--- src/rtl/seq_det_pkg.sv ---
// Shared constants and helpers for the parametrised sequence detector.
package seq_det_pkg;

    // Programmed length 0 selects the full pattern width.
    localparam int unsigned DEF_LEN     = 0;
    localparam logic        DEF_OVERLAP = 1'b1;

    // Map an out-of-range active length (0 or wider than the pattern) to the full width.
    function automatic int unsigned clamp_len(input int unsigned len, input int unsigned pat_w);
        return ((len == 0) || (len > pat_w)) ? pat_w : len;
    endfunction

endpackage

--- src/rtl/param_seq_detector_if.sv ---
// Config, serial data and status bundle of the sequence detector.
interface param_seq_detector_if #(
    parameter int unsigned PAT_W = 4,
    parameter int unsigned CNT_W = 8
);
    localparam int unsigned LEN_W = $clog2(PAT_W + 1);

    logic             cfg_load;
    logic [PAT_W-1:0] cfg_pattern;
    logic [LEN_W-1:0] cfg_len;
    logic             cfg_overlap;
    logic             cfg_diff;
    logic             x_valid;
    logic             x;
    logic             cnt_clr;
    logic             z;
    logic [CNT_W-1:0] match_cnt;

    modport master (
        output cfg_load, cfg_pattern, cfg_len, cfg_overlap, cfg_diff,
        output x_valid, x, cnt_clr,
        input  z, match_cnt
    );

    modport slave (
        input  cfg_load, cfg_pattern, cfg_len, cfg_overlap, cfg_diff,
        input  x_valid, x, cnt_clr,
        output z, match_cnt
    );

endinterface

--- src/rtl/seq_det_hist.sv ---
// Bit history shift register, fill counter and masked pattern compare.
module seq_det_hist #(
    parameter int unsigned PAT_W = 4,
    parameter int unsigned LEN_W = $clog2(PAT_W + 1)
) (
    input  logic             clk,
    input  logic             rst_n,
    input  logic             flush,
    input  logic             shift,
    input  logic             b,
    input  logic [PAT_W-1:0] pattern,
    input  logic [LEN_W-1:0] len,
    input  logic             overlap,
    output logic             match_c
);

    logic [PAT_W-1:0] hist_q;
    logic [PAT_W-1:0] hist_next;
    logic [LEN_W-1:0] fill_q;
    logic [LEN_W-1:0] fill_next;
    logic [PAT_W-1:0] mask;

    // Next-state history/fill and match on those next-state values.
    always_comb begin
        hist_next = hist_q;
        fill_next = fill_q;
        mask      = '0;
        if (shift) begin
            hist_next = {hist_q[PAT_W-2:0], b};
            fill_next = (fill_q == LEN_W'(PAT_W)) ? fill_q : fill_q + LEN_W'(1);
        end
        for (int i = 0; i < int'(PAT_W); i++) begin
            mask[i] = (LEN_W'(i) < len);
        end
        match_c = shift && (fill_next >= len) && ((hist_next & mask) == (pattern & mask));
    end

    // History state; a non-overlapping match restarts the fill count.
    always_ff @(posedge clk or negedge rst_n) begin
        if (!rst_n) begin
            hist_q <= '0;
            fill_q <= '0;
        end else if (flush) begin
            hist_q <= '0;
            fill_q <= '0;
        end else if (shift) begin
            hist_q <= hist_next;
            fill_q <= (match_c && !overlap) ? '0 : fill_next;
        end
    end

endmodule

--- src/rtl/param_seq_detector.sv ---
// Runtime-programmable serial sequence detector with match pulse and saturating counter.
module param_seq_detector
    import seq_det_pkg::*;
#(
    parameter int unsigned PAT_W = 4,
    parameter int unsigned CNT_W = 8
) (
    input  logic clk,
    input  logic rst_n,
    param_seq_detector_if.slave bus
);

    localparam int unsigned LEN_W = $clog2(PAT_W + 1);

    logic [PAT_W-1:0] pattern_q;
    logic [LEN_W-1:0] len_q;
    logic             overlap_q;
    logic             diff_q;
    logic             prev_x_q;
    logic             seeded_q;
    logic             z_q;
    logic [CNT_W-1:0] cnt_q;

    logic accept_c;
    logic shift_c;
    logic b_c;
    logic match_c;

    // Load wins over data; in diff mode the first bit after reset/load only seeds prev_x.
    always_comb begin
        accept_c = bus.x_valid && !bus.cfg_load;
        shift_c  = accept_c && (!diff_q || seeded_q);
        b_c      = diff_q ? ~(bus.x ^ prev_x_q) : bus.x;
    end

    // Configuration registers.
    always_ff @(posedge clk or negedge rst_n) begin
        if (!rst_n) begin
            pattern_q <= '0;
            len_q     <= LEN_W'(clamp_len(DEF_LEN, PAT_W));
            overlap_q <= DEF_OVERLAP;
            diff_q    <= 1'b0;
        end else if (bus.cfg_load) begin
            pattern_q <= bus.cfg_pattern;
            len_q     <= LEN_W'(clamp_len(32'(bus.cfg_len), PAT_W));
            overlap_q <= bus.cfg_overlap;
            diff_q    <= bus.cfg_diff;
        end
    end

    // Previous accepted bit for difference coding.
    always_ff @(posedge clk or negedge rst_n) begin
        if (!rst_n) begin
            prev_x_q <= 1'b0;
            seeded_q <= 1'b0;
        end else if (bus.cfg_load) begin
            prev_x_q <= 1'b0;
            seeded_q <= 1'b0;
        end else if (accept_c) begin
            prev_x_q <= bus.x;
            seeded_q <= 1'b1;
        end
    end

    seq_det_hist #(
        .PAT_W (PAT_W),
        .LEN_W (LEN_W)
    ) u_hist (
        .clk     (clk),
        .rst_n   (rst_n),
        .flush   (bus.cfg_load),
        .shift   (shift_c),
        .b       (b_c),
        .pattern (pattern_q),
        .len     (len_q),
        .overlap (overlap_q),
        .match_c (match_c)
    );

    // Registered match pulse and saturating match counter (clear beats increment).
    always_ff @(posedge clk or negedge rst_n) begin
        if (!rst_n) begin
            z_q   <= 1'b0;
            cnt_q <= '0;
        end else begin
            z_q <= bus.cfg_load ? 1'b0 : match_c;
            if (bus.cfg_load || bus.cnt_clr) begin
                cnt_q <= '0;
            end else if (match_c && (cnt_q != '1)) begin
                cnt_q <= cnt_q + CNT_W'(1);
            end
        end
    end

    assign bus.z         = z_q;
    assign bus.match_cnt = cnt_q;

endmodule
--- src/flat_wrapper.sv ---
// flat-port wrapper written by rule: the top's interface ports become plain ports
module param_seq_detector_flat import seq_det_pkg::*;
#(
    parameter int unsigned PAT_W = 4,
    parameter int unsigned CNT_W = 8
)
  (clk, rst_n, bus_cfg_load, bus_cfg_pattern, bus_cfg_len, bus_cfg_overlap, bus_cfg_diff, bus_x_valid, bus_x, bus_cnt_clr, bus_z, bus_match_cnt);
  param_seq_detector_if #(.PAT_W(PAT_W), .CNT_W(CNT_W)) bus_i ();
  input  logic clk;
  input  logic rst_n;
  input wire logic [$bits(bus_i.cfg_load)-1:0] bus_cfg_load;
  input wire logic [$bits(bus_i.cfg_pattern)-1:0] bus_cfg_pattern;
  input wire logic [$bits(bus_i.cfg_len)-1:0] bus_cfg_len;
  input wire logic [$bits(bus_i.cfg_overlap)-1:0] bus_cfg_overlap;
  input wire logic [$bits(bus_i.cfg_diff)-1:0] bus_cfg_diff;
  input wire logic [$bits(bus_i.x_valid)-1:0] bus_x_valid;
  input wire logic [$bits(bus_i.x)-1:0] bus_x;
  input wire logic [$bits(bus_i.cnt_clr)-1:0] bus_cnt_clr;
  output wire logic [$bits(bus_i.z)-1:0] bus_z;
  output wire logic [$bits(bus_i.match_cnt)-1:0] bus_match_cnt;
  assign bus_i.cfg_load = bus_cfg_load;
  assign bus_i.cfg_pattern = bus_cfg_pattern;
  assign bus_i.cfg_len = bus_cfg_len;
  assign bus_i.cfg_overlap = bus_cfg_overlap;
  assign bus_i.cfg_diff = bus_cfg_diff;
  assign bus_i.x_valid = bus_x_valid;
  assign bus_i.x = bus_x;
  assign bus_i.cnt_clr = bus_cnt_clr;
  assign bus_z = bus_i.z;
  assign bus_match_cnt = bus_i.match_cnt;
  param_seq_detector #(.PAT_W(PAT_W), .CNT_W(CNT_W)) u_core (.clk(clk), .rst_n(rst_n), .bus(bus_i));
endmodule
--- config.mk ---
export PLATFORM = sky130hd
export DESIGN_NAME = param_seq_detector_flat
export DESIGN_NICKNAME = d
export VERILOG_FILES = /design/src/rtl/seq_det_pkg.sv /design/src/rtl/param_seq_detector_if.sv /design/src/rtl/seq_det_hist.sv /design/src/rtl/param_seq_detector.sv /design/src/flat_wrapper.sv
export SDC_FILE = /design/constraint.sdc
export NUM_CORES = 1
export LEC_CHECK = 0
export ABC_CLOCK_PERIOD_IN_PS = 2800
export BUFFER_PORTS_ARGS = -buffer_cell sky130_fd_sc_hd__buf_2
export CORE_ASPECT_RATIO = 1.25
export CORE_MARGIN = 2
export CORE_UTILIZATION = 30
export CTS_BUF_LIST = sky130_fd_sc_hd__clkbuf_8
export CTS_CLUSTER_SIZE = 40
export DETAILED_ROUTE_END_ITERATION = 8
export PLACE_DENSITY_LB_ADDON = 0.1
export SYNTH_ARGS = -nofsm -noshare
export SYNTH_HDL_FRONTEND = slang
export SYNTH_SLANG_ARGS = --single-unit
--- constraint.sdc ---
create_clock -name clk -period 2.8 [get_ports clk]
set_input_delay 0.28 -clock clk [delete_from_list [all_inputs] [get_ports clk]]
set_output_delay 0.28 -clock clk [all_outputs]
set_load 0.01 [all_outputs]
==> out/qor.log, run 1 <==
INFO  outcome        status=finished, final reports clean
INFO  layout         final_nets=214
INFO  layout         antennaDiodeCount=0
INFO  drt            detail_route.iter0.violations=41
INFO  synth          synth_nets=177
INFO  synth          ys_dominant_reg_cell=sky130_fd_sc_hd__dfrtp_1
INFO  layout         postLayoutCoreUtil=38.8%
INFO  sta            finalCritPeriodShare=95.3%
INFO  global_routing first_pass_grt_wire_length=5.84mm
INFO  drt            dr.pass1.iters=4
INFO  clocking       tritoncts.num_buffers=3
INFO  sta            fin_crit=2.67ns
INFO  power          cellPowerDensity=424nW/µm²
INFO  sta            fin_setup_tns=0ns
INFO  drt            num_vias=1278
INFO  synth          synth_sequential_area_ratio=44.6%
INFO  worst_setup_path ff_to_ff_path_depth=13
INFO  floorplan      initial_core_util=31.7%
INFO  synth          yosys_warnings=0
INFO  sta            fmax=375MHz
INFO  placement      gpl.final_weighted_congestion=0.797
INFO  floorplan      fp.dieH=83.6µm
INFO  drt            post_drt_wl_per_cell=14.0µm
INFO  global_routing via_count_of_the_first_global_routing_pass=1302
INFO  sta            worst_clock_skew=0.00387ns
INFO  worst_setup_path worstSetupStartpointType=register
INFO  global_routing global_route.usage.total=13.2%
INFO  drt            avgViaCountPerCell=5.09
INFO  placement      place.detailed.hpwl=2.69mm
INFO  placement      port_buffers=23
INFO  worst_setup_path worst-endpoint-arrival=2.87ns
INFO  synth          syn_area_per_cell=9.81µm²
INFO  synth          synth_enable_flop_cells=0
INFO  drt            drt-total-wl=3.52mm
INFO  worst_hold_path holdCritPathClass=input port to async pin
INFO  run            drv.max_cap_violation_count=0
INFO  power          worst_ir_drop_vdd=0.000196V
INFO  sta            total_count_of_hold_check_failures_in_the_final_report=0
INFO  floorplan      placement_rows=28
INFO  sta            max_slew_headroom_at_the_worst_pin=57.1%
INFO  clocking       cts.path.max_buffers=2
INFO  worst_setup_path worstPathRequired=3.00ns
INFO  clocking       cts_root_buf=sky130_fd_sc_hd__clkbuf_8
INFO  synth          ys_async_sr_fraction=100%
INFO  sta            tightest_slew=0.643ns
INFO  layout         area_delta_synth_final=22.5%
INFO  worst_setup_path path_max_fanout=7
INFO  power          leakage=0.852nW
INFO  synth          synth-seq-cells=27
INFO  sta            maxSlewViolCount=0
INFO  layout         layout-drive-gt1-share=31.4%
INFO  worst_setup_path setup.worst_path.class=register to register
INFO  sta            setup_viol=0
INFO  clocking       clk-insertion-delay-late=0.28ns
INFO  synth          synth_cell_types=44
INFO  floorplan      die-area=5660µm²
INFO  clocking       cts_hold_repair.buffers=0
INFO  synth          netlist_area=1520µm²
INFO  drt            antenna_left=0
INFO  global_routing grt_start_max_net_pins=28
INFO  global_routing grt_antenna_before_repair=0
INFO  floorplan      floorplan.core_area=4800µm²
INFO  clocking       worst_setup_hold_path_clk_slew=0.10ns
INFO  drt            route.detailed.drc=0
INFO  clocking       clock-sinks=27
INFO  sta            grt_setup_unrepaired=true
INFO  floorplan      die_w=67.7µm
INFO  floorplan      number_of_ports_placed_on_the_die_boundary=24
INFO  global_routing overflow=0
INFO  synth          synthesis.instances=155
INFO  clocking       cts_tree=yes
INFO  worst_setup_path endpoint_kind_of_the_worst_setup_timing_path=register
INFO  clocking       h-tree-depth=1
## synthesized netlist by cell type, drive strengths merged (4+ instances only)
cell / instances / area share [%]
a211oi: 5 / 2.5
a21oi: 11 / 3.6
dfrtp: 25 / 41
ha: 7 / 5.8
inv: 8 / 2.0
mux2: 6 / 4.4
nand2: 11 / 2.9
nand3: 8 / 3.0
nor2: 12 / 3.0
nor2b: 6 / 2.5
o21ai: 8 / 2.6
or3: 4 / 1.6
## layout make-up
class | count | area [µm²]
Clock buffer | 3 | 41.3
Clock inverter | 1 | 5.00
Fill cell | 493 | 2940
Inverter | 8 | 30.0
Multi-Input combinational cell | 116 | 816
Sequential cell | 27 | 678
Tap cell | 60 | 75.1
Timing Repair Buffer | 36 | 216
## per-layer routing
metal	vias up	routed length (µm)	track usage, %
met5	-	0	0
met4	0	118	5.75
met1	606	1490	15.6
li1	628	-	-
met3	10	160	1.75
met2	34	1760	23.1
## final timing paths
| check | start | end | slack, ns |
|---|---|---|---|
| setup / recovery | u_core.u_hist.fill_q[1] | u_core.bus.match_cnt[4] | 0.13 |
| hold / removal | rst_n | u_core.pattern_q[2] | 0.02 |
| setup reg to reg | u_core.u_hist.fill_q[1] | u_core.bus.match_cnt[4] | 0.13 |
| hold reg to reg | u_core.prev_x_q | u_core.prev_x_q | 0.53 |
| max in group asynchronous | rst_n | u_core.u_hist.fill_q[0] | 2.37 |
| min in group clk | bus_cfg_pattern[1] | u_core.pattern_q[1] | 0.23 |
## cell families after synthesis
logic type	Yosys count	synth area share, %
simple gates	59	21.1
compound gates	37	16.8
flops	27	44.6
buf+inv	12	3.04
mux	9	6.42
fa+ha+maj	7	5.76
xor+xnor	4	2.30
## flip-flops by register name, summed over array words and instances, names as in the netlist
signal                cells
u_core.diff_q             1
u_core.overlap_q          1
u_core.len_q              3
u_core.prev_x_q           1
u_core.u_hist.fill_q      3
u_core.u_hist.hist_q      4
u_core.bus.match_cnt      8
u_core.bus.z              1
u_core.pattern_q          4
u_core.seeded_q           1
## report_power, final
group | internal, mW | total [mW] | switching (mW)
registers | 0.410 | 0.426 | 0.0163
logic | 0.0651 | 0.136 | 0.0711
clock network | 0.0999 | 0.227 | 0.127
## metrics by stage
step / hold slack, ns / worst slack (ns) / std cells / cell area (µm²) / power, mW
3_3_place_gp: 0.338 / 0.0471 / 244 / 1770 / 0.562
5_1_grt: 0.0423 / -0.0413 / 251 / 1860 / 0.837
3_5_place_dp: 0.345 / -0.0460 / 244 / 1770 / 0.566
6_report: 0.0164 / 0.131 / 251 / 1860 / 0.790
4_1_cts: 0.0298 / 0.0319 / 249 / 1830 / 0.803
2_1_floorplan: -0.0156 / 0.186 / 155 / 1520 / 0.510
## critical path, cell delays in order (launching register included)
cell	delay [ns]
sky130_fd_sc_hd__dfrtp_1	0.38
sky130_fd_sc_hd__inv_1	0.05
sky130_fd_sc_hd__ha_1	0.20
sky130_fd_sc_hd__a21oi_2	0.16
sky130_fd_sc_hd__xnor2_1	0.10
sky130_fd_sc_hd__ha_1	0.29
sky130_fd_sc_hd__nand2b_1	0.11
sky130_fd_sc_hd__nand3_1	0.09
sky130_fd_sc_hd__a211oi_2	0.21
sky130_fd_sc_hd__nor3b_2	0.21
sky130_fd_sc_hd__nand3_2	0.12
sky130_fd_sc_hd__buf_6	0.16
sky130_fd_sc_hd__or3_1	0.33
sky130_fd_sc_hd__a21oi_1	0.17
## timing repair
item / 4_1_cts / 5_1_grt
buffers inserted: 1 / 2
resized for setup: 1 / 5
setup endpoints to repair: 4 / 4
## cells in the final DEF, fill, tap and decap left out, types with 2 or more instances in the layout
cell type                  netlist  final
sky130_fd_sc_hd__buf_2           1     23
sky130_fd_sc_hd__nor2b_1         6      6
sky130_fd_sc_hd__dfstp_2         2      2
sky130_fd_sc_hd__o21ai_0         8      8
sky130_fd_sc_hd__nand3_1         7      7
sky130_fd_sc_hd__buf_4           0     12
sky130_fd_sc_hd__or2_2           3      3
sky130_fd_sc_hd__or3_1           4      4
sky130_fd_sc_hd__inv_1           8      8
sky130_fd_sc_hd__nor2_1         12     11
sky130_fd_sc_hd__xnor2_1         3      3
sky130_fd_sc_hd__a21oi_1        11      9
sky130_fd_sc_hd__nand2b_1        3      3
sky130_fd_sc_hd__dfrtp_1        25     25
sky130_fd_sc_hd__a211oi_1        5      4
sky130_fd_sc_hd__and2_1          3      3
sky130_fd_sc_hd__nand2_1        10     10
sky130_fd_sc_hd__clkbuf_8        0      3
sky130_fd_sc_hd__a31oi_1         2      2
sky130_fd_sc_hd__mux2i_1         3      3
sky130_fd_sc_hd__ha_1            7      7
sky130_fd_sc_hd__mux2_2          6      6
sky130_fd_sc_hd__a21oi_2         0      2
(Power assumes the default switching activity.)
==> run 2, diff against run 1 <==
ABC_CLOCK_PERIOD_IN_PS = 2700   (was 2800)
clock period = 2.7 ns   (was 2.8 ns; I/O delays follow)
==> out/qor.log, run 2 (synthesis gave the netlist of run 1 again) <==
INFO  sta            grt_setup_unrepaired=true
INFO  worst_setup_path timing.critical_path.cells=and2b_2 > nor2_4 > buf_6 > nand2_2 > nand2_1 > ha_1 > a21oi_2 > a211oi_2 > nor3b_2 > nand3_2 > or4_4 > a21oi_2
INFO  worst_setup_path ff_to_ff_path_depth=12 [-1]
INFO  sta            fin_crit=2.68ns [+0.0143 ns]
INFO  clocking       cts_root_buf=sky130_fd_sc_hd__clkbuf_8
INFO  worst_setup_path critPathMostFrequentCell=sky130_fd_sc_hd__a21oi_2
INFO  worst_setup_path rr_endpoint=u_core.bus.match_cnt[7]
INFO  sta            total_count_of_hold_check_failures_in_the_final_report=0 [unchanged]
INFO  drt            avgViaCountPerCell=4.97 [-2.3%]
INFO  power          leakage=0.935nW [+9.7%]
INFO  floorplan      placement_rows=28 [unchanged]
INFO  floorplan      floorplan.core_area=4800µm² [unchanged]
INFO  sta            finalCritPeriodShare=99.4% [+4.1 points]
INFO  floorplan      initial_core_util=31.7% [unchanged]
INFO  worst_setup_path critical-path-top-delay-family=simple AND/OR/NAND/NOR gates
INFO  sta            fin_setup_tns=0ns [unchanged]
INFO  drt            dr.pass1.iters=4 [unchanged]
INFO  global_routing via_count_of_the_first_global_routing_pass=1355 [+4.1%]
INFO  placement      port_buffers=23 [unchanged]
INFO  clocking       cts.path.max_buffers=2 [unchanged]
INFO  placement      gpl.final_weighted_congestion=0.760 [-4.6%]
INFO  drt            drt-total-wl=3.82mm [+8.6%]
INFO  drt            antenna_left=0 [unchanged]
INFO  layout         largest_register_ffs=8 [unchanged]
INFO  worst_setup_path timing.critical_path.slowest_cell_delay=0.54ns [+0.16 ns]
INFO  placement      place.detailed.hpwl=2.76mm [+2.5%]
INFO  layout         layout-drive-gt1-share=44.6% [+13 points]
INFO  floorplan      fp.dieH=83.6µm [unchanged]
INFO  worst_setup_path worstPathRequired=2.90ns [-0.10 ns]
INFO  worst_setup_path path_max_fanout=3 [-4]
INFO  global_routing grt_start_max_net_pins=28 [unchanged]
INFO  power          worst_ir_drop_vdd=0.000180V [-7.8%]
INFO  floorplan      die_w=67.7µm [unchanged]
INFO  clocking       h-tree-depth=1 [unchanged]
INFO  placement      place_worst_setup_slack=-0.0820ns [-0.0360 ns]
INFO  drt            route.detailed.drc=0 [unchanged]
INFO  clocking       worst_setup_hold_path_clk_slew=0.10ns [about the same]
INFO  worst_setup_path worst-endpoint-arrival=2.88ns [about the same]
INFO  sta            fin_ws=0.0171ns [-0.114 ns]
INFO  drt            detail_route.iter0.violations=35 [-15%]
INFO  clocking       clk-insertion-delay-late=0.27ns [about the same]
INFO  layout         seq_area=678µm² [unchanged]
INFO  layout         antennaDiodeCount=0 [unchanged]
INFO  floorplan      die-area=5660µm² [unchanged]
INFO  sta            max_slew_headroom_at_the_worst_pin=57.5% [+0.36 points]
INFO  layout         final_nets=225 [+5.1%]
INFO  sta            fmax=373MHz [-0.53%]
INFO  worst_setup_path endpoint_kind_of_the_worst_setup_timing_path=register
INFO  global_routing global_route.usage.total=14.1% [+0.89 points]
INFO  sta            tightest_slew=0.638ns [-0.00534 ns]
INFO  layout         most-common-layout-cells=sky130_fd_sc_hd__dfrtp_1, sky130_fd_sc_hd__buf_2, sky130_fd_sc_hd__buf_4
INFO  sta            setup_viol=0 [unchanged]
INFO  drt            num_vias=1303 [+2.0%]
INFO  clocking       cts_tree=yes
INFO  worst_setup_path worstSetupStartpointType=register
INFO  floorplan      number_of_ports_placed_on_the_die_boundary=24 [unchanged]
INFO  sta            maxSlewViolCount=0 [unchanged]
INFO  global_routing overflow=0 [unchanged]
INFO  layout         area_delta_synth_final=37.5%
INFO  global_routing first_pass_grt_wire_length=6.25mm [+7.0%]
INFO  global_routing grt_antenna_before_repair=0 [unchanged]
INFO  power          cellPowerDensity=406nW/µm² [-4.4%]
INFO  worst_setup_path cp.buffers_inverters=1 [-1]
INFO  run            drv.max_cap_violation_count=0 [unchanged]
INFO  layout         fill_cells=479 [-2.8%]
INFO  outcome        status=finished, final reports clean
INFO  placement      postPlaceCellArea=1810µm² [+2.5%]
INFO  worst_setup_path setup.worst_path.class=register to register
INFO  layout         commonest_non_fill_non_tap_cell_in_the_layout=sky130_fd_sc_hd__dfrtp_1
INFO  layout         multi_input_area=960µm² [+18%]
INFO  layout         post_route_cell_area=2090µm² [+12%]
INFO  worst_setup_path rrSetupSlack=0.02ns [-0.11 ns]
INFO  clocking       clock-sinks=27 [unchanged]
INFO  sta            worst_clock_skew=0.00582ns [+0.00195 ns]
INFO  worst_setup_path critical-path-slowest-cell=sky130_fd_sc_hd__or4_4
INFO  worst_hold_path holdCritPathClass=input port to async pin
INFO  drt            post_drt_wl_per_cell=14.6µm [+4.0%]
INFO  clocking       tritoncts.num_buffers=3 [unchanged]
INFO  worst_setup_path worstReg2RegStart=u_core.diff_q
[run 2: cell count changes in the layout (fill, tap and decap cells not counted), moves of 2 or more]
cell and delta:
sky130_fd_sc_hd__nand2b_4 +2, sky130_fd_sc_hd__a21oi_1 -5, sky130_fd_sc_hd__ha_1 -3, sky130_fd_sc_hd__a21oi_4 +2
sky130_fd_sc_hd__ha_4 +3, sky130_fd_sc_hd__or3_4 +2, sky130_fd_sc_hd__or3_1 -2, sky130_fd_sc_hd__buf_4 +10
sky130_fd_sc_hd__nand2b_1 -2, sky130_fd_sc_hd__a21oi_2 +3
[run 2: timing repair]
action                     4_1_cts  5_1_grt
setup endpoints to repair        6       11
hold buffers                     0        0
gates resized for setup          9       25
pin swaps                        6       16
hold endpoints to repair         0        0
setup buffers                    2        7
gates cloned                     0        0
[run 2: per-layer routing]
metal  up-vias  share of wire [%]  global-route usage, %
met2        20                 53                   26.4
met5         -                  0                      0
met3         4                2.9                   1.62
met4         0               0.81                   3.34
met1       633                 43                   16.4
li1        646                  -                      -
[run 2: where the power goes]
group,total (mW),internal (mW),switching (mW)
clock network,0.229,0.102,0.127
registers,0.444,0.425,0.0187
logic,0.175,0.0899,0.0855
[run 2: worst max-delay path by stage]
stage	from	end	slack, ns	depth (start not counted)
finish	u_core.diff_q	u_core.bus.match_cnt[7]	0.02	12
global route	u_core.u_hist.fill_q[0]	u_core.bus.match_cnt[7]	-0.21	12
CTS	u_core.seeded_q	u_core.bus.match_cnt[4]	0.01	13
detailed placement	u_core.seeded_q	u_core.bus.match_cnt[4]	-0.08	13
global placement	bus_cfg_load	u_core.bus.match_cnt[4]	-0.07	14
floorplan	u_core.diff_q	u_core.bus.match_cnt[5]	0.09	11
[run 2: area by class of cell]
type,count,area share (%)
multi-input cells,116,45.9
flip-flops and latches,27,32.4
repair buffers,47,14.5
well taps,60,3.59
clock buffers,3,1.97
inverters,8,1.44
clock inverters,1,0.180
[run 2: worst reg2reg max path, stage by stage (launching register included)]
cell,delay (ns)
sky130_fd_sc_hd__dfrtp_1,0.43
sky130_fd_sc_hd__and2b_2,0.24
sky130_fd_sc_hd__nor2_4,0.17
sky130_fd_sc_hd__buf_6,0.14
sky130_fd_sc_hd__nand2_2,0.07
sky130_fd_sc_hd__nand2_1,0.07
sky130_fd_sc_hd__ha_1,0.17
sky130_fd_sc_hd__a21oi_2,0.06
sky130_fd_sc_hd__a211oi_2,0.24
sky130_fd_sc_hd__nor3b_2,0.23
sky130_fd_sc_hd__nand3_2,0.13
sky130_fd_sc_hd__or4_4,0.54
sky130_fd_sc_hd__a21oi_2,0.14
[run 2: per-stage QoR]
stage                     cells  total power [mW]  util [%]  hold WS [ns]
after floorplan             155             0.529         -       -0.0256
after global placement      250             0.591      37.8         0.325
after detailed placement    250             0.593      37.8         0.339
after CTS                   256             0.835      39.8        0.0233
after global routing        262             0.895      43.6        0.0476
final                       262             0.848      43.6       0.00751
==> run 3, diff against run 2 <==
ABC_AREA = 1   (was not set)
==> out/qor.log, run 3 <==
INFO  outcome        status=complete, but fails checks
INFO  outcome        violations=hold timing
INFO  drt            route.detailed.drc=0 [unchanged]
INFO  synth          synth_area_leader_cell=sky130_fd_sc_hd__dfrtp_1
INFO  sta            max_slew_headroom_at_the_worst_pin=58.1% [+0.62 points]
INFO  clocking       cts_hold_repair.buffers=0 [unchanged]
INFO  floorplan      initial_core_util=31.4% [-0.30 points]
INFO  synth          synth_area_in_compound_gates=5.34% [-11 points]
INFO  placement      place.detailed.hpwl=2.60mm [-6.0%]
INFO  worst_setup_path timing.critical_path.cells=nand2_2 > nand2_4 > inv_6 > nand2_1 > xor2_1 > inv_1 > ha_1 > inv_1 > nand2_1 > a21oi_1 > nor2_1 > o21ai_1 > nor2_4 > nand3_4 > nand2_4 > nand2_1 > nand2_1
INFO  floorplan      die-area=6000µm² [+6.0%]
INFO  worst_setup_path setup.worst_path.class=register to register
INFO  power          comb_power_share=20.4% [-0.3 points]
INFO  worst_setup_path critical-path-slowest-cell=sky130_fd_sc_hd__dfrtp_1
INFO  power          pwr-share-clk=28.2% [+1.2 points]
INFO  floorplan      die_w=69.7µm [+2.9%]
INFO  clocking       tritoncts.num_buffers=3 [unchanged]
INFO  clocking       postCtsSetupBuffers=0 [-2]
INFO  power          worst_ir_drop_vdd=0.000167V [-7.5%]
INFO  drt            detail_route.iter0.violations=73 [+110%]
INFO  clocking       cts_tree=yes
INFO  synth          ys_top_cells_by_area=sky130_fd_sc_hd__dfrtp_1, sky130_fd_sc_hd__nand2_1, sky130_fd_sc_hd__nand3_1, sky130_fd_sc_hd__inv_1, sky130_fd_sc_hd__ha_1
INFO  clocking       clock-sinks=27 [unchanged]
INFO  floorplan      number_of_ports_placed_on_the_die_boundary=24 [unchanged]
INFO  synth          ys_top_cells_by_count=sky130_fd_sc_hd__nand2_1, sky130_fd_sc_hd__inv_1, sky130_fd_sc_hd__dfrtp_1, sky130_fd_sc_hd__nand3_1, sky130_fd_sc_hd__nor2_1
INFO  drt            drt-total-wl=3.46mm [-9.5%]
INFO  placement      gpl.final_weighted_congestion=0.776 [+2.1%]
INFO  layout         area_delta_synth_final=14.1%
INFO  synth          ys_async_sr_fraction=100% [unchanged]
INFO  synth          synth_enable_flop_cells=0 [unchanged]
INFO  clocking       cts_root_buf=sky130_fd_sc_hd__clkbuf_8
INFO  clocking       clk-insertion-delay-late=0.28ns [about the same]
INFO  layout         largest_register_ffs=8 [unchanged]
INFO  drt            antenna_left=0 [unchanged]
INFO  worst_setup_path timing.critical_path.slowest_cell_delay=0.43ns [-0.11 ns]
INFO  layout         final_nets=251 [+12%]
INFO  synth          yosys.area_share.adder=5.42% [-0.34 points]
INFO  global_routing overflow=0 [unchanged]
INFO  sta            fin_setup_tns=0ns [unchanged]
INFO  clocking       h-tree-depth=1 [unchanged]
INFO  synth          synth_cell_types=29 [-34%]
INFO  synth          synth_nets=225 [+27%]
INFO  global_routing grt_start_max_net_pins=28 [unchanged]
INFO  worst_setup_path path_max_fanout=9 [+6]
INFO  power          switching_power=273µW [+18%]
INFO  sta            maxSlewViolCount=0 [unchanged]
INFO  floorplan      floorplan.core_area=5150µm² [+7.4%]
INFO  layout         finalNonFillerCells=290 [+11%]
INFO  synth          yosys.cell_count.top_type=sky130_fd_sc_hd__nand2_1
INFO  worst_setup_path cp.buffers_inverters=3 [+2]
INFO  global_routing grt_antenna_before_repair=0 [unchanged]
INFO  power          cellPowerDensity=472nW/µm² [+16%]
INFO  power          power.sequential.fraction=51.4% [-0.9 points]
INFO  sta            tightest_slew=0.629ns [-0.00927 ns]
INFO  drt            num_vias=1359 [+4.3%]
INFO  placement      place.detailed.instances=286 [+14%]
INFO  sta            setup_viol=0 [unchanged]
INFO  worst_setup_path endpoint_kind_of_the_worst_setup_timing_path=register
INFO  synth          fraction_of_synthesized_cell_area_in_xor_and_xnor_cells=3.25% [+0.95 points]
INFO  worst_hold_path holdCritPathClass=input port to async pin
INFO  synth          synth.top_cell.area_share=38.7% [-2.5 points]
INFO  placement      port_buffers=23 [unchanged]
INFO  worst_setup_path crit_path_start=u_core.diff_q
INFO  global_routing global_route.usage.total=13.0% [-1.1 points]
INFO  sta            worst_clock_skew=0.00304ns [-0.00278 ns]
INFO  synth          yosys_warnings=0 [unchanged]
INFO  worst_setup_path critical-path-top-delay-family=simple AND/OR/NAND/NOR gates
INFO  synth          syn_area_per_cell=7.96µm² [-19%]
INFO  drt            avgViaCountPerCell=4.69 [-5.8%]
INFO  power          power.share.switching=31.4% [+4.1 points]
INFO  clocking       cts.path.max_buffers=2 [unchanged]
INFO  worst_setup_path worstReg2RegStart=u_core.diff_q
INFO  worst_setup_path critPathMostFrequentCell=sky130_fd_sc_hd__nand2_1
INFO  layout         antennaDiodeCount=0 [unchanged]
INFO  sta            fin_crit=2.42ns [-0.267 ns]
INFO  drt            post_drt_wl_per_cell=11.9µm [-18%]
INFO  synth          synth_sequential_area_ratio=42.0% [-2.7 points]
INFO  sta            finalCritPeriodShare=89.5% [-9.9 points]
INFO  sta            fin_worst_hold_slack=-0.00750ns [-0.0150 ns]
INFO  power          power=870µW [+2.6%]
INFO  drt            dr.pass1.iters=4 [unchanged]
INFO  synth          synth-seq-cells=27 [unchanged]
INFO  sta            total_count_of_hold_check_failures_in_the_final_report=15 [+15]
INFO  power          leakage=0.974nW [+4.2%]
INFO  worst_setup_path worstSetupStartpointType=register
INFO  floorplan      fp.dieH=86.1µm [+3.0%]
INFO  global_routing via_count_of_the_first_global_routing_pass=1372 [+1.3%]
INFO  layout         commonest_non_fill_non_tap_cell_in_the_layout=sky130_fd_sc_hd__nand2_1
INFO  synth          yosys-mux-area-fraction=0% [-6.4 points]
INFO  layout         most-common-layout-cells=sky130_fd_sc_hd__nand2_1, sky130_fd_sc_hd__inv_1, sky130_fd_sc_hd__dfrtp_1
INFO  floorplan      placement_rows=29 [+3.6%]
INFO  worst_setup_path worst-endpoint-arrival=2.60ns [-0.28 ns]
INFO  synth          ys_dominant_reg_cell=sky130_fd_sc_hd__dfrtp_1
INFO  sta            grt_setup_unrepaired=false
INFO  synth          post_synth_and_or_nand_nor_area_fraction=35.4% [+14 points]
INFO  synth          netlist_area=1620µm² [+6.3%]
INFO  synth          combinational_family_with_the_most_area_after_synthesis=simple AND/OR/NAND/NOR gates
INFO  synth          synthesis.instances=203 [+31%]
INFO  clocking       postCtsResizedCells=0 [-9]
INFO  run            drv.max_cap_violation_count=0 [unchanged]
INFO  layout         layout-drive-gt1-share=23.2% [-21 points]
INFO  global_routing first_pass_grt_wire_length=6.37mm [+1.9%]
INFO  clocking       worst_setup_hold_path_clk_slew=0.10ns [about the same]
INFO  sta            fmax=414MHz [+11%]
INFO  worst_setup_path worstPathRequired=2.88ns [-0.02 ns]
INFO  power          cell_internal_pwr=597µW [-3.2%]
run 3: cell types whose count changed in the layout (fill, tap and decap cells not counted), moves of 7 or more:
| cell | previous run | this run |
|---|---|---|
| sky130_fd_sc_hd__nand2_2 | 2 | 10 |
| sky130_fd_sc_hd__nand2_1 | 9 | 44 |
| sky130_fd_sc_hd__nand3_1 | 6 | 23 |
| sky130_fd_sc_hd__buf_4 | 22 | 1 |
| sky130_fd_sc_hd__nor2_1 | 11 | 18 |
| sky130_fd_sc_hd__inv_1 | 8 | 29 |
run 3: cell type report:
class | count | area (µm²)
Fill cell | 565 | 3310
Multi-Input combinational cell | 142 | 798
Sequential cell | 27 | 678
Timing Repair Buffer | 24 | 123
Inverter | 31 | 121
Tap cell | 62 | 77.6
Clock buffer | 3 | 41.3
Clock inverter | 1 | 5.00
run 3: path summary, 6_finish.rpt:
kind | end | slack, ns | cells after the start
min in group clk | u_core.pattern_q[2] | 0.18 | 3
max in group asynchronous | u_core.bus.z | 2.30 | 1
hold reg to reg | u_core.overlap_q | 0.50 | 2
setup / recovery | u_core.bus.match_cnt[6] | 0.28 | 17
setup reg to reg | u_core.bus.match_cnt[6] | 0.28 | 17
hold / removal | u_core.pattern_q[2] | -0.007 | 1
run 3: metal layers:
| metal | vias to the layer above | wire (µm) | part of all wire, % | GRT usage (%) |
|---|---|---|---|---|
| met5 | - | 0 | 0 | 0 |
| met4 | 0 | 55 | 1.6 | 4.72 |
| met3 | 5 | 137 | 4.0 | 1.88 |
| met2 | 33 | 1640 | 47 | 22.1 |
| met1 | 631 | 1630 | 47 | 17.0 |
| li1 | 690 | - | - | - |
run 3: cell families (layout without fill, tap and decap cells):
group / count (synthesis) / in the layout
adders and majority gates: 7 / 7
AOI/OAI and AO/OA: 17 / 17
buffers and inverters: 34 / 59
and+or+nand+nor: 112 / 112
DFF: 27 / 27
xor gates and xnor gates: 6 / 6
run 3: power by group through the flow:
| stage | clock network (mW) | logic [mW] | registers (mW) |
|---|---|---|---|
| detailed placement | 0 | 0.181 | 0.455 |
| global route | 0.274 | 0.210 | 0.452 |
| finish | 0.245 | 0.177 | 0.448 |
| global placement | 0 | 0.182 | 0.456 |
| CTS | 0.256 | 0.183 | 0.448 |
| floorplan | 0 | 0.131 | 0.452 |
run 3: per-stage QoR:
step / utilization [%] / cell area [µm²] / setup WS, ns
5_1_grt: 35.8 / 1840 / 0.0124
3_5_place_dp: 34.9 / 1800 / 0.253
6_report: 35.8 / 1840 / 0.285
4_1_cts: 35.8 / 1840 / 0.252
3_3_place_gp: 34.9 / 1800 / 0.336
2_1_floorplan: - / 1620 / 0.520
